$ cat config.mk
export PLATFORM = sky130hd
export DESIGN_NAME = prog_down_counter
export DESIGN_NICKNAME = d
export VERILOG_FILES = /design/src/rtl/prog_down_counter.sv
export SDC_FILE = /design/constraint.sdc
export NUM_CORES = 1
export LEC_CHECK = 0
export BUFFER_PORTS_ARGS = -buffer_cell sky130_fd_sc_hd__buf_2
export CAP_MARGIN = 20
export CELL_PAD_IN_SITES_DETAIL_PLACEMENT = 1
export CELL_PAD_IN_SITES_GLOBAL_PLACEMENT = 1
export CORE_MARGIN = 2
export CORE_UTILIZATION = 35
export CTS_CLUSTER_DIAMETER = 200
export DETAILED_ROUTE_END_ITERATION = 7
export GPL_TIMING_DRIVEN = 0
export PLACE_DENSITY_LB_ADDON = 0.08
export SLEW_MARGIN = 20
export SYNTH_ARGS = -nofsm -noshare
export SYNTH_HDL_FRONTEND = slang
export SYNTH_SLANG_ARGS = --single-unit
$ cat constraint.sdc
create_clock -name CLK -period 2.1 [get_ports CLK]
set_input_delay 0.21 -clock CLK [delete_from_list [all_inputs] [get_ports CLK]]
set_output_delay 0.21 -clock CLK [all_outputs]
set_load 0.02 [all_outputs]
$ cat src/rtl/prog_down_counter.sv
// Programmable down-counter with a reload register, one-shot or auto-reload operation,
// a registered terminal-count pulse and a combinational cascade borrow.
module prog_down_counter #(
    parameter int WIDTH = 8
) (
    input  logic             CLK,
    input  logic             RESET_n,
    input  logic             LOAD_n,
    input  logic [WIDTH-1:0] D,
    input  logic             START,
    input  logic             EN,
    input  logic             MODE,
    output logic [WIDTH-1:0] Q,
    output logic             TC,
    output logic             BUSY,
    output logic             BORROW_n
);

    typedef enum logic {
        IDLE = 1'b0,
        RUN  = 1'b1
    } state_t;

    state_t           state;
    state_t           state_next;
    logic [WIDTH-1:0] rld;
    logic [WIDTH-1:0] rld_next;
    logic [WIDTH-1:0] q_next;
    logic             tc_next;
    logic             at_zero;
    logic             count_step;

    assign at_zero    = (Q == '0);
    assign count_step = (state == RUN) && EN;

    // NOTE: sequential state uses non-blocking assignments so every flop samples pre-edge values.
    always_ff @(posedge CLK or negedge RESET_n) begin
        if (!RESET_n) begin
            state <= IDLE;
        end else begin
            state <= state_next;
        end
    end

    // Priority: load > start > terminal event > hold.
    always_comb begin
        // NOTE: default first so no path through this block can infer a latch.
        state_next = state;
        if (!LOAD_n) begin
            state_next = IDLE;
        end else if (START) begin
            state_next = RUN;
        end else if (count_step && at_zero && !MODE) begin
            state_next = IDLE;
        end
    end

    // MODE only matters at the zero event; elsewhere it is ignored.
    always_comb begin
        rld_next = rld;
        q_next   = Q;
        tc_next  = 1'b0;
        if (!LOAD_n) begin
            rld_next = D;
            q_next   = D;
        end else if (START) begin
            q_next = rld;
        end else if (count_step) begin
            if (at_zero) begin
                tc_next = 1'b1;
                q_next  = MODE ? rld : '0;
            end else begin
                q_next = Q - WIDTH'(1);
            end
        end
    end

    always_ff @(posedge CLK or negedge RESET_n) begin
        if (!RESET_n) begin
            rld <= '0;
            Q   <= '0;
            TC  <= 1'b0;
        end else begin
            rld <= rld_next;
            Q   <= q_next;
            TC  <= tc_next;
        end
    end

    // BUSY comes straight off the state flop; BORROW_n is the combinational cascade output.
    always_comb begin
        BUSY     = (state == RUN);
        BORROW_n = !((state == RUN) && EN && at_zero);
    end

endmodule

==> impl_metrics.ini, run 1 <==
[critical_path]
crit_type = reg2out
cpPeakStageDelay_ns = 0.44
cpMaxStageDelayCell = dfrtp_1
cp-start-kind = flop
worstPathRequired_ns = 1.89
critPathCaptureType = output port
crit_buf_inv = 2
critical_path_cell_count = 5
cpLargestDelayFamily = simple AND/OR/NAND/NOR gates
critPathArrivalTime_ns = 1.75
cp_cell_sequence = inv_1 -> ha_1 -> nor3b_4 -> nand3_2 -> buf_2
ff2ff_path_depth = 6
worstPathMaxFanout = 5

[floorplan]
num_rows = 19
ioPinCount = 25
die_w_um = 58.5
fp.coreArea_um2 = 2780
die_h_um = 58.5
start_util_pct = 37.4
dieArea_um2 = 3430

[finish]
postLayoutCoreUtil_pct = 46.1
area_delta_synth_final_pct = 23.1
multiInputGateArea_um2 = 583
final_net_count = 160
antenna_cells = 0
fill_cells = 348
seqCellArea_um2 = 450
layout-drive-gt1-share_pct = 28.7

[synthesis]
yosys.area.top_type = dfrtp_1
syn_inst = 113
ys_seq_elements = 18
synth-compound-area-share_pct = 22.6
async_reset_ff_share_pct = 100
syn_area_per_cell_um2 = 9.21
synthDistinctLibCells = 42
synth_top_family_by_area = simple AND/OR/NAND/NOR gates
synth_fa_ha_area_share_pct = 2.40
syn-num-nets = 129
synth-simple-area-share_pct = 26.4
synth_edf_count = 0
yosysMostFrequentCell = dfrtp_1
yosysWarnings = 0
synth_area_leaders = dfrtp_1 43%, nand2_1 5.8%, a21oi_1 3.4%, ha_1 2.4%, nand3_1 2.4%
yosys-top-cells-count = 18 x dfrtp_1, 16 x nand2_1, 7 x a21oi_1, 6 x nor2_1, 5 x nand3_1
netlist.area_leader.share_pct = 43.3
synth.area.mux_share_pct = 2.16
synth_xor_area_share_pct = 0
syn_area_um2 = 1040
ys_seq_area_share_pct = 43.3
synth_ff_type = dfrtp_1

[clock_tree]
clkTransAtPathRegs_ns = 0.11
cts.sinks = 18
cts-root-buf = clkbuf_4
clock_latency_ns = 0.30
cts_buffers = 3
htreeDepth = 1
cts_tree = yes
clockBufferDepth = 2

[drt]
drtIter0Drc = 24
via_count = 1006
topRoutingLayerUsed = met4
viasPerCell = 5.78
drc = 0
antenna_left = 0
wl_um = 3000
first_pass_iters = 4
drt-wirelength-per-cell_um = 17.2
dr_wl_met2_um = 1480
wl_met3_um = 104
met1_length_um = 1370

[timing]
tightest_slew_ns = 0.549
max_freq_ghz = 0.510
layout_min_cycle_time_ns = 1.96
setup_viol = 0
finalHoldViolations = 0
slew_headroom_pct = 63.4
clock_skew_ns = 0.00431
whs_ns = 0.131
period_share_pct = 93.4
slew_viol_final = 0

[placed_design]
port_buffers = 23
place_congestion = 0.821
hpwl_um = 2230

[hold_path]
min_path_type = in2reg
hold_depth = 3

[pwr]
ir_worst_vdd_uv = 432
p_leak_nw = 0.583
p_per_area_nw_per_um2 = 703

[global_route]
grt_overflow_total = 0
antenna_found_initial = 0
grt_pass1_wl_um = 5060
grt_max_degree = 19
grt_usage_pct = 19.7
grt_pass1_vias = 1041

[job]
drv_cap = 0

[run_status]
status = finished clean
worst min-delay path: stages:
cell	delay [ns]
buf_2	0.07
nand2_1	0.06
nand2_1	0.06
cells in the final DEF (no fill, tap or decap), drive strengths merged:
master and n:
nand2 16, nand4 3, or3 1, clkbuf 5
a211o 1, a211oi 1, or3b 1, dlygate4sd3 1
nor3 2, nor2b 4, nor4 1, a32oi 1
dfrtp 18, a21oi 7, mux2 2, nand2b 1
nor3b 1, nor4b 2, and2b 1, o21ai 7
or4 1, a21o 3, o211ai 2, and3 1
a21boi 1, ha 2, o2111ai 2, a31oi 3
nor2 6, inv 4, nand3 5, and2 1
nand4b 2, a31o 1, a2bb2oi 2, o22ai 2
buf 28, o221ai 1
layout make-up:
type / count / share of cell area, %
Inverter: 4 / 1.17
Timing Repair Buffer: 26 / 10.9
Clock buffer: 4 / 2.83
Multi-Input combinational cell: 87 / 45.5
Buffer: 4 / 1.37
Sequential cell: 18 / 35.2
Tap cell: 31 / 3.03
metal layers:
| metal | track usage [%] | up-vias |
|---|---|---|
| met2 | 33.9 | 20 |
| met3 | 2.20 | 4 |
| li1 | - | 489 |
| met1 | 25.1 | 493 |
| met5 | 0 | - |
| met4 | 8.31 | 0 |
final timing paths:
path                          from        to  slack, ns
max in group asynchronous  RESET_n      Q[0]       1.43
min in group asynchronous  RESET_n    rld[6]       0.37
setup reg to reg              Q[0]      Q[2]       0.19
hold / removal                D[1]    rld[1]       0.13
hold reg to reg             rld[6]    rld[6]       0.48
setup / recovery              Q[0]  BORROW_n       0.14
metrics by stage:
stage	std cells	power, mW	TNS [ns]	area, µm²	setup WS (ns)
finish	174	0.901	0	1280	0.139
global route	174	0.958	-0.0188	1280	-0.0188
CTS	172	0.900	0	1250	0.0466
detailed placement	167	0.664	0	1190	0.160
global placement	167	0.655	0	1190	0.195
floorplan	113	0.577	0	1040	0.246
power breakdown:
part	switching [mW]	internal, mW	leakage [nW]	total, mW
Sequential	0.0473	0.382	0.220	0.429
Combinational	0.145	0.100	0.343	0.245
Clock	0.121	0.106	0.0210	0.227
cell families after synthesis:
family          count (synthesis)
compound gates                 34
fa+ha+maj                       2
buf+inv                         8
flops                          18
mux                             2
simple gates                   49
timing repair:
item                                   in CTS  in global routing
setup endpoints to repair                   1                  1
buffers inserted                            0                  2
gates resized for setup                     1                  3
endpoints found under the hold margin      18                  0
hold buffers                                1                  0
flip-flops by register name, indices dropped and copies added, names as in the netlist:
register / cells
Q: 8
rld: 8
TC: 1
BUSY: 1
No activity file was read; power rests on OpenSTA's default activity.
==> run 2, diff against run 1 <==
--- a/config.mk
+++ b/config.mk
@@ -5,6 +5,7 @@
 export SDC_FILE = /design/constraint.sdc
 export NUM_CORES = 1
 export LEC_CHECK = 0
+export ABC_AREA = 1
 export BUFFER_PORTS_ARGS = -buffer_cell sky130_fd_sc_hd__buf_2
 export CAP_MARGIN = 20
 export CELL_PAD_IN_SITES_DETAIL_PLACEMENT = 1
@@ -14,6 +15,7 @@
 export CTS_CLUSTER_DIAMETER = 200
 export DETAILED_ROUTE_END_ITERATION = 7
 export GPL_TIMING_DRIVEN = 0
+export MAX_ROUTING_LAYER = met4
 export PLACE_DENSITY_LB_ADDON = 0.08
 export SLEW_MARGIN = 20
 export SYNTH_ARGS = -nofsm -noshare
==> run 2 against run 1 <==
  * Sequential share of layout area fell by 1.0 points
  * Utilization down 2.5 points
  * Sequential power shrank 1%
  * Flip-flop and latch count stayed put
==> impl_metrics.ini, run 2 <==
[timing]
finalHoldViolations = 0
slew_viol_final = 0
layout_min_cycle_time_ns = 1.87
tightest_slew_ns = 0.448
setup_tns_ns = 0
slew_headroom_pct = 70.2
max_freq_ghz = 0.534
setup_viol = 0
period_share_pct = 89.2
clock_skew_ns = 0.00945
rsz0062_at_grt = false

[floorplan]
dieArea_um2 = 3600
fp.coreArea_um2 = 3030
num_rows = 20
start_util_pct = 36.2
die_w_um = 60.0
ioPinCount = 25
die_h_um = 60.0

[drt]
wl_met3_um = 93
drt-wirelength-per-cell_um = 12.5
via_count = 1030
drtIter0Drc = 34
drc = 0
first_pass_iters = 4
dr_wl_met2_um = 1270
topRoutingLayerUsed = met4
viasPerCell = 4.62
met1_length_um = 1390
antenna_left = 0
wl_um = 2800

[clock_tree]
cts-root-buf = clkbuf_4
clockBufferDepth = 2
htreeDepth = 1
cts_buffers = 3
clock_latency_ns = 0.31
cts_tree = yes
cts.sinks = 18
post-cts-setup-buffers = 0
clkTransAtPathRegs_ns = 0.12

[synthesis]
yosys-top-cells-count = 45 x nand2_1, 31 x nor2_1, 18 x dfrtp_1, 13 x inv_1, 11 x nand3_1
syn-num-nets = 166
syn_area_per_cell_um2 = 7.32
synth_edf_count = 0
async_reset_ff_share_pct = 100
syn_area_um2 = 1100
syn_inst = 150
ys_seq_area_share_pct = 41.0
yosysWarnings = 0
yosys.area.top_type = dfrtp_1
yosysMostFrequentCell = nand2_1
synth_ff_type = dfrtp_1
ys_seq_elements = 18
synth_area_leaders = dfrtp_1 41%, nand2_1 15%, nor2_1 11%, nand3_1 5.0%, inv_1 4.4%
netlist.area_leader.share_pct = 41.0
synthDistinctLibCells = 22

[pwr]
sw_frac_of_total_pct = 36.3
p_switching_uw = 332
combPwrFrac_pct = 28.8
p_per_area_nw_per_um2 = 693
p_int_uw = 582
clkPwrFrac_pct = 24.8
p_leak_nw = 0.747
ir_worst_vdd_uv = 284
p_seq_share_pct = 46.4

[finish]
antenna_cells = 0
area_delta_synth_final_pct = 20.2
postLayoutCoreUtil_pct = 43.6
final_net_count = 196
fill_cells = 396
layout-drive-gt1-share_pct = 24.6
layout_common_cells = 45 x nand2_1, 31 x nor2_1, 26 x buf_2
final_common_cell = nand2_1
top_regs = Q: 8 flops, rld: 8 flops
seqCellArea_um2 = 450
multiInputGateArea_um2 = 563

[global_route]
antenna_found_initial = 0
grt_usage_pct = 19.4
grt_max_degree = 19
grt_pass1_wl_um = 4930
grt_overflow_total = 0
grt_pass1_vias = 1060

[critical_path]
startpoint = Q[0]
reg2reg_slack_ns = 0.56
crit_end = BORROW_n
crit_buf_inv = 2
worstPathRequired_ns = 1.89
cpPeakStageDelay_ns = 0.40
cp_cell_sequence = inv_1 -> ha_1 -> nand3_4 -> nor2_8 -> nand2_1 -> buf_2
r2r_end = Q[6]
r2r_start = Q[0]
crit_type = reg2out
critPathCaptureType = output port
worstPathMaxFanout = 6
ff2ff_path_depth = 10
critPathArrivalTime_ns = 1.66
cpMaxStageDelayCell = dfrtp_1
cp-start-kind = flop
cpLargestDelayFamily = flip-flops
critical_path_cell_count = 6

[job]
drv_cap = 0

[hold_path]
min_path_type = in2reg
min-delay-start = D[2]

[placed_design]
hpwl_um = 2210
port_buffers = 24
place_congestion = 0.886

[run_status]
status = finished clean
-- run 2: changes by cell type after synthesis, moves of 3 or more --
cell,previous run,this run
nand2_1,16,45
nor2_1,6,31
inv_1,3,13
nand3_1,5,11
nor2b_1,4,0
a21o_1,3,0
a31oi_1,3,0
nand2_4,0,3
nor2_4,0,3
-- run 2: timing repair --
| item | CTS | global route |
|---|---|---|
| endpoints found under the hold margin | 18 | 0 |
| resized for setup | 0 | 0 |
| hold buffers | 1 | 0 |
| endpoints found under the setup margin | 0 | 0 |
-- run 2: logic make-up after synthesis --
kind of cell               share of synthesized area [%]
DFF                                                 41.0
buffers and inverters                               7.64
AOI/OAI and AO/OA                                   4.56
and+or+nand+nor                                     42.9
adders and majority gates                           2.28
xor gates and xnor gates                            1.60
-- run 2: metrics by stage --
step                      instances  total power [mW]  setup slack, ns  cell area (µm²)  hold WS, ns
final                           223             0.914            0.226             1320        0.112
after global routing            223             0.981            0.130             1320        0.120
after CTS                       223             0.929            0.205             1320        0.113
after detailed placement        218             0.699            0.540             1270        0.188
after global placement          218             0.689            0.579             1270        0.171
after floorplan                 150             0.607            0.500             1100      -0.0856
-- run 2: power by group through the flow --
stage                     sequential, mW  clock, mW  combinational, mW
after floorplan                    0.454          0              0.154
after global placement             0.431          0              0.258
after detailed placement           0.433          0              0.266
after CTS                          0.426      0.234              0.269
after global routing               0.432      0.247              0.303
final                              0.424      0.227              0.263
-- run 2: worst min-delay path by stage --
stage / to / cells after the start
CTS: rld[2] / 3
global placement: rld[2] / 1
floorplan: BUSY / 0
global route: rld[2] / 3
detailed placement: rld[2] / 1
finish: rld[2] / 3
-- run 2: worst register-to-register path, stage by stage (launching register included) --
cell and delay, ns:
dfrtp_1 0.40, inv_1 0.16, ha_1 0.23, nand3_4 0.11
nor2_8 0.17, nand2_4 0.07, nand2_4 0.07, inv_4 0.05
nor2_1 0.09, nor2_1 0.05, nor2_1 0.08
-- run 2: routing by layer --
layer / GRT usage, % / vias up
met5: - / -
met2: 30.1 / 23
met4: 7.62 / 0
li1: - / 522
met1: 26.0 / 480
met3: 1.95 / 5
-- run 2: final cells by class --
class	instances	share of cell area, %
Tap cell	44	4.17
Buffer	3	1.61
Clock buffer	4	2.75
Timing Repair Buffer	25	9.87
Inverter	16	4.74
Multi-Input combinational cell	113	42.7
Sequential cell	18	34.2
